### config.mk
export PLATFORM = sky130hd
export DESIGN_NAME = wb_regfile
export DESIGN_NICKNAME = d
export VERILOG_FILES = /design/src/rtl/pipe_pkg.sv /design/src/rtl/regfile_2r1w.sv /design/src/rtl/wb_regfile.sv
export SDC_FILE = /design/constraint.sdc
export NUM_CORES = 2
export LEC_CHECK = 0
export CAP_MARGIN = 15
export CORE_ASPECT_RATIO = 0.6
export CORE_MARGIN = 3
export CORE_UTILIZATION = 53
export CTS_BUF_LIST = sky130_fd_sc_hd__clkbuf_8
export CTS_CLUSTER_DIAMETER = 100
export DETAILED_ROUTE_END_ITERATION = 8
export PLACE_DENSITY = 0.71
export SLEW_MARGIN = 20
export SYNTH_ARGS = -nofsm -noshare
export SYNTH_HDL_FRONTEND = slang
export SYNTH_SLANG_ARGS = --single-unit
### constraint.sdc
create_clock -name i_clk -period 2.8 [get_ports i_clk]
set_input_delay 0.42 -clock i_clk [delete_from_list [all_inputs] [get_ports i_clk]]
set_output_delay 0.42 -clock i_clk [all_outputs]
set_load 0.02 [all_outputs]
### src/rtl/pipe_pkg.sv
// Shared pipeline constants for the write-back stage and register file.
// Configuration macro WB_REGFILE_BYPASS_EN (see regfile_2r1w) enables write-first read bypass.
package pipe_pkg;

    localparam int DATA_W   = 32;
    localparam int ADDR_W   = 5;
    localparam int REG_ZERO = 0;

    // Encoding matches the polarity of the MemtoReg control bit.
    typedef enum logic {
        WB_SEL_ALU = 1'b0,
        WB_SEL_MEM = 1'b1
    } wb_sel_e;

endpackage : pipe_pkg

### src/rtl/regfile_2r1w.sv
// Architectural register file: two asynchronous read ports, one write port, $0 hardwired to zero.
// Macro WB_REGFILE_BYPASS_EN: when defined, reads of the register being written return the new value.
module regfile_2r1w #(
    parameter int DATA_W = pipe_pkg::DATA_W,
    parameter int ADDR_W = pipe_pkg::ADDR_W
) (
    input  logic              i_clk,
    input  logic              i_rstn,
    input  logic              i_we,
    input  logic [ADDR_W-1:0] i_waddr,
    input  logic [DATA_W-1:0] i_wdata,
    input  logic [ADDR_W-1:0] i_raddr_a,
    input  logic [ADDR_W-1:0] i_raddr_b,
    output logic [DATA_W-1:0] o_rdata_a,
    output logic [DATA_W-1:0] o_rdata_b
);
    import pipe_pkg::*;

    localparam int NREGS = 2 ** ADDR_W;
    localparam logic [ADDR_W-1:0] ZERO_IDX = ADDR_W'(REG_ZERO);

    logic [DATA_W-1:0] regs [NREGS];
    logic              wr_valid;

    assign wr_valid = i_we && (i_waddr != ZERO_IDX);

    always_ff @(posedge i_clk or negedge i_rstn) begin
        if (!i_rstn) begin
            // NOTE: the whole array is reset because software relies on every register reading 0
            // after reset; this keeps it in flops rather than a RAM macro, which is fine at 32x32.
            for (int i = 0; i < NREGS; i++) begin
                regs[i] <= '0;
            end
        end else if (wr_valid) begin
            // NOTE: non-blocking so the read ports see the pre-edge value until the edge completes.
            regs[i_waddr] <= i_wdata;
        end
    end

    always_comb begin
        // NOTE: both outputs get a default first so no path through this block can infer a latch.
        o_rdata_a = '0;
        o_rdata_b = '0;
        if (i_raddr_a != ZERO_IDX) begin
            o_rdata_a = regs[i_raddr_a];
        end
        if (i_raddr_b != ZERO_IDX) begin
            o_rdata_b = regs[i_raddr_b];
        end
`ifdef WB_REGFILE_BYPASS_EN
        // Write-first: the value being committed this cycle wins over the stored copy.
        if (wr_valid && (i_raddr_a == i_waddr)) begin
            o_rdata_a = i_wdata;
        end
        if (wr_valid && (i_raddr_b == i_waddr)) begin
            o_rdata_b = i_wdata;
        end
`else
        // Stored value only; the hazard unit stalls ID for one cycle on a same-index read.
`endif
    end

endmodule : regfile_2r1w

### src/rtl/wb_regfile.sv
// Write-back stage: selects load data vs ALU result, commits it to the register file,
// drives the forwarding bus and counts retired writes. Bypass option: WB_REGFILE_BYPASS_EN.
module wb_regfile #(
    parameter int DATA_W = pipe_pkg::DATA_W,
    parameter int ADDR_W = pipe_pkg::ADDR_W,
    parameter int CNT_W  = 32
) (
    input  logic              i_clk,
    input  logic              i_rstn,
    input  logic              i_MemtoReg,
    input  logic              i_RegWrite,
    input  logic [DATA_W-1:0] i_Rdata,
    input  logic [DATA_W-1:0] i_ALUresult,
    input  logic [ADDR_W-1:0] i_Reg_Dst,
    input  logic [ADDR_W-1:0] i_Rs_addr,
    input  logic [ADDR_W-1:0] i_Rt_addr,
    output logic [DATA_W-1:0] o_Rs_data,
    output logic [DATA_W-1:0] o_Rt_data,
    output logic [DATA_W-1:0] o_WB_data,
    output logic              o_WB_en,
    output logic [ADDR_W-1:0] o_WB_Reg_Dst,
    output logic [CNT_W-1:0]  o_wb_count
);
    import pipe_pkg::*;

    wb_sel_e wb_sel;

    assign wb_sel       = wb_sel_e'(i_MemtoReg);
    assign o_WB_data    = (wb_sel == WB_SEL_MEM) ? i_Rdata : i_ALUresult;
    assign o_WB_Reg_Dst = i_Reg_Dst;
    // Writes to $0 are dropped here so they neither commit nor count.
    assign o_WB_en      = i_RegWrite && (i_Reg_Dst != ADDR_W'(REG_ZERO));

    regfile_2r1w #(
        .DATA_W (DATA_W),
        .ADDR_W (ADDR_W)
    ) u_regfile (
        .i_clk     (i_clk),
        .i_rstn    (i_rstn),
        .i_we      (o_WB_en),
        .i_waddr   (i_Reg_Dst),
        .i_wdata   (o_WB_data),
        .i_raddr_a (i_Rs_addr),
        .i_raddr_b (i_Rt_addr),
        .o_rdata_a (o_Rs_data),
        .o_rdata_b (o_Rt_data)
    );

    // Retired-write counter, wraps naturally at 2**CNT_W.
    always_ff @(posedge i_clk or negedge i_rstn) begin
        if (!i_rstn) begin
            o_wb_count <= '0;
        end else if (o_WB_en) begin
            o_wb_count <= o_wb_count + CNT_W'(1);
        end
    end

endmodule : wb_regfile

== Yosys cells after proc, flatten, opt, wreduce, memory -nomap -nowiden ==
Cells that the tools add are included.

* Input bits: 83
* Logic and storage cells: 59
* Flip-flop bits (word level): 1056

* Add/subtract/negate cells: 1
* Bitwise gates (word level): 3
* Reductions and logical operators: 6
* Mux-type cells: 12
* Magnitude comparators: 4

{| class="wikitable"
|+ Operators by type and width
! kind !! count
|-
| $bwmux W1024 || 1
|-
| $bmux W32 S5 || 2
|-
| $mux W32 || 8
|-
| $demux W32 S5 || 1
|-
| $add A32 B1 Y32 const B || 1
|-
| $ge A6 B6 Y1 const B || 3
|-
| $not A5 Y6 || 3
|-
| $reduce_bool A5 Y1 || 3
|-
| $lt A6 B1 Y1 const B || 1
|-
| $logic_and A1 B1 Y1 || 3
|}

== Logic depth before layout (Yosys ltp) ==
* Depth after elaboration: 6
* Mapped depth: 10
* Mapped depth without buffers: 6

== Cells and area by module ==
A second synthesis with hierarchy kept.

* Cell total of the unflattened synthesis: 3785
* Area, all modules: 56233.9 um^2

{| class="wikitable"
|+ By module, submodules not included
! module !! cells an instance !! times used !! sequential area each (um^2) !! area each (um^2)
|-
| regfile_2r1w || 3621 || 1 || 25624.6 || 54357.1
|-
| wb_regfile || 164 || 1 || 800.8 || 1876.8
|}

== Least setup slack after synthesis ==
OpenSTA, ideal clock, no wires.

* Path kind: input port to output port
* Start: in i_Rs_addr[0]
* End: out o_Rs_data[12]
* Required time: 2.380 ns
* Arrival: 2.502 ns
* Slack: -0.122 ns
* Buffers on the path: 5
* Cell stages on the path: 10
* Path through: buf_6 -> buf_8 -> buf_12 -> buf_6 -> nor2b_1 -> buf_4 -> a22oi_1 -> nand2_1 -> a21oi_1 -> a2111oi_0

* Cells in the longest elaborated chain, start to end: 5
* Elaborated cells on any way between the ends: 6

{| class="wikitable"
|+ Ends and longest elaborated chain
! what !! line !! text
|-
| from (decl) || wb_regfile.sv:15 || <nowiki>input logic [ADDR_W-1:0] i_Rs_addr,</nowiki>
|-
| $not A5 Y6 (not written as such) || regfile_2r1w.sv:45 || <nowiki>o_rdata_a = regs[i_raddr_a];</nowiki>
|-
| $bmux W32 S5 || regfile_2r1w.sv:45 ||
|-
| $mux W32 (not written as such) (2 in series) || regfile_2r1w.sv:45 ||
|-
| $mux W32 (*) || regfile_2r1w.sv:44 || <nowiki>if (i_raddr_a != ZERO_IDX) begin</nowiki>
|-
| to (decl) || wb_regfile.sv:17 || <nowiki>output logic [DATA_W-1:0] o_Rs_data,</nowiki>
|}

Every way passes the cells marked *; elsewhere a longest branch is shown, timed or not. The select of a mux whose other input is x is not followed.

== Worst setup path in the final report ==
* Start: reg u_regfile.regs[468] (netlist bit)
* End: out o_Rt_data[20]

* Cells in the longest elaborated chain, start to end: 4

{| class="wikitable"
|+ Ends and longest elaborated chain
! what !! line !! text
|-
| from (decl) || regfile_2r1w.sv:22 || <nowiki>logic [DATA_W-1:0] regs [NREGS];</nowiki>
|-
| from (signal, indexed assignment) || regfile_2r1w.sv:36 || <nowiki>regs[i_waddr] <= i_wdata;</nowiki>
|-
| $bmux W32 S5 || regfile_2r1w.sv:48 || <nowiki>o_rdata_b = regs[i_raddr_b];</nowiki>
|-
| $mux W32 (not written as such) (2 in series) || regfile_2r1w.sv:48 ||
|-
| $mux W32 || regfile_2r1w.sv:47 || <nowiki>if (i_raddr_b != ZERO_IDX) begin</nowiki>
|-
| to (decl) || wb_regfile.sv:18 || <nowiki>output logic [DATA_W-1:0] o_Rt_data,</nowiki>
|}

No other way between the ends. The select of a mux whose other input is x is not followed.

==> results.py <==
metrics = {
    "run_status": {
        "status": "complete, but fails checks",
        "violations": "negative setup slack",
    },
    "route": {
        "ant_nets": 0,
        "met1_length_um": 71900,
        "post_drt_wl_per_cell_um": 27.5,
        "drtIter0Drc": 5345,
        "wl_met2_um": 78600,
        "num_vias": 43100,
        "dr.max_layer_used": "met5",
        "wl_met3_um": 23700,
        "drt-total-wl_um": 183000,
        "drc": 0,
        "viasPerCell": 6.48,
        "drtPass1Iterations": 6,
    },
    "sta": {
        "min_period_ns": 3.19,
        "clock.fmax_mhz": 313,
        "relSlewSlack_pct": 49.0,
        "rsz0062_at_grt": "true",
        "holdWs_ns": 0.114,
        "tns_ns": -12.64,
        "tightest_slew_ns": 0.765,
        "slew_viol_final": 0,
        "fin_skew_ns": 0.0258,
        "finalHoldViolations": 0,
        "finalSetupViolations": 64,
        "fin_crit_sh_pct": 114,
        "fin_ws_ns": -0.390,
    },
    "cts": {
        "cts_root_buffer": "clkbuf_8",
        "tritoncts": "yes",
        "cts_buffers": 157,
        "clk_path_buf_depth": 3,
        "clk-insertion-delay-late_ns": 0.86,
        "htreeDepth": 4,
        "clkSinkCount": 1056,
        "clk_pin_slew_worst_paths_ns": 0.06,
    },
    "global_routing": {
        "grt_pass1_vias": 42700,
        "grt_antenna_before_repair": 3,
        "grt_use_total_pct": 34.2,
        "grt_max_degree": 107,
        "grt.overflow.total": 0,
        "grt_pass1_wl_um": 273000,
    },
    "finish": {
        "num-fill-cells": 7541,
        "drive_gt1_share_pct": 30.8,
        "fin_area_mm2": 0.0662,
        "fin_nets": 5235,
        "regArea_mm2": 0.0264,
        "multiInputGateArea_mm2": 0.0274,
        "area_growth_pct": 20.8,
    },
    "power": {
        "power.leakage_nw": 28.3,
        "vdd_drop_max_mv": 0.448,
        "power_mw": 46.0,
        "powerDensity_mw_per_mm2": 694,
    },
    "synthesis": {
        "seq_area_frac_synth_pct": 48.2,
        "avgSynthCellArea_um2": 11.4,
        "ys_top_cells_by_area": "dfrtp_1 48%, mux4_2 20%, o21ai_0 5.1%",
        "synth_seq_cells": 1056,
        "syn_area_mm2": 0.0548,
        "synth_edf_count": 0,
        "synth_cell_types": 55,
        "synth_top_area_share_pct": 48.2,
        "yosysMostFrequentCell": "dfrtp_1",
        "synth_ff_type": "dfrtp_1",
        "synthArstFlopShare_pct": 100,
        "syn_inst": 4813,
        "synth.net_count": 4897,
        "ys.warnings.count": 0,
        "yosys-top-cells-count": "1,056 x dfrtp_1, 657 x nand2_1, 559 x o21ai_0",
        "yosys.area.top_type": "dfrtp_1",
    },
    "setup_path": {
        "worstPathRequired_ns": 2.38,
        "crit_type": "reg2out",
        "crit_slowest_cell": "mux4_2",
        "startpoint_type": "register",
        "crit_path_max_incr_delay_ns": 0.47,
        "worstPathArrival_ns": 2.77,
        "crit_chain": "mux4_2 > mux2i_1 > nor2_1 > a221oi_2 > buf_4 > a2111oi_4 > buf_4",
        "end_kind": "output port",
        "cpMostUsedCell": "buf_4",
        "critPathTopFamily": "multiplexers",
        "crit_buf_inv": 2,
        "cp_max_fo": 3,
    },
    "floorplanning": {
        "die_y_um": 255,
        "start_util_pct": 54.0,
        "io_pins": 217,
        "dieArea_mm2": 0.107,
        "std_cell_rows": 90,
        "core_mm2": 0.102,
        "die_w_um": 421,
    },
    "placement": {
        "numPortBuffers": 216,
        "place.gp.congestion": 0.892,
        "dpl_cell_area_mm2": 0.0612,
        "dp.final_hpwl_um": 117000,
    },
    "min_path": {
        "hp-class": "in2async",
    },
    "job": {
        "cap_violations": 0,
    },
}
per-layer routing:
layer / track usage, % / vias up
li1: - / 18100
met1: 47.0 / 21800
met2: 49.1 / 2714
met3: 11.9 / 447
met4: 16.6 / 2
met5: 0 / -
registers in the layout (all words and copies together) (netlist names):
| name | cells |
|---|---|
| o_wb_count | 32 |
| u_regfile.regs | 1024 |
layout by cell type (no fill, tap or decap), drive strengths merged, types with 5 or more instances in the layout:
cell type	Yosys	routed
mux2	40	40
a22oi	18	18
clkdlybuf4s50	0	140
a221oi	46	46
and2	5	5
a211oi	70	70
dfrtp	1056	1056
or2	5	5
o21ai	630	630
nor2	451	451
and3	6	6
nand2	657	657
nand4	11	11
mux2i	114	114
clkbuf	324	206
nand3	18	18
clkinv	0	13
mux4	512	512
a21oi	438	438
buf	200	563
nor2b	74	74
a2111oi	42	42
xnor2	28	28
inv	33	79
clkinvlp	0	5
power by group:
group          switching (mW)  total [mW]  internal, mW
Sequential               2.57        20.9          18.4
Clock                    6.30        13.2          6.93
Combinational            5.56        11.8          6.25
metrics by stage:
stage               util, %  std cells  setup WS (ns)
floorplan                 -       4813         0.0470
global placement       60.2       6333         -0.741
detailed placement     60.2       6333         -0.771
CTS                    64.7       6636         -0.412
global route           65.2       6647         -0.431
finish                 65.2       6647         -0.390
cell families after synthesis:
group | count (synthesis) | synth area share (%)
xor gates and xnor gates | 31 | 0.495
and+or+nand+nor | 1252 | 9.41
buffers and inverters | 558 | 5.20
adders and majority gates | 1 | 0.0228
AOI/OAI and AO/OA | 1249 | 12.6
muxes | 666 | 24.0
DFF | 1056 | 48.2
final cells by class:
type	count	area share, %
multi-input combinational	3199	41.4
sequential	1056	39.9
timing repair buffer	704	11.0
clock buffer	206	4.28
tap	1380	2.61
clock inverter	68	0.623
inverter	33	0.187
antenna	1	0.00378
worst paths after layout:
path | from | endpoint | slack, ns | cells after the start
min | i_rstn | u_regfile.regs[558] | 0.11 | 2
max reg2reg | o_wb_count[4] | o_wb_count[31] | 0.85 | 5
min in group i_clk | u_regfile.regs[1001] | u_regfile.regs[1001] | 0.40 | 0
min reg2reg | u_regfile.regs[1001] | u_regfile.regs[1001] | 0.40 | 0
max in group asynchronous | i_rstn | u_regfile.regs[605] | 1.64 | 3
max | u_regfile.regs[468] | o_Rt_data[20] | -0.39 | 7
worst reg2reg max path, cell delays in order (launching register included):
cell,delay [ns]
dfrtp_1,0.45
nand3_1,0.15
nor4_1,0.55
nand4_1,0.27
nor3_1,0.28
xor2_1,0.17
repair_timing:
action	in CTS	in global routing
endpoints found under the hold margin	271	0
hold buffers	1	0
cloned	0	0
buffers inserted	49	23
gates resized for setup	455	94
endpoints found under the setup margin	64	64
pin swaps	76	55
Note: power is estimated with default switching activity, not from simulation.
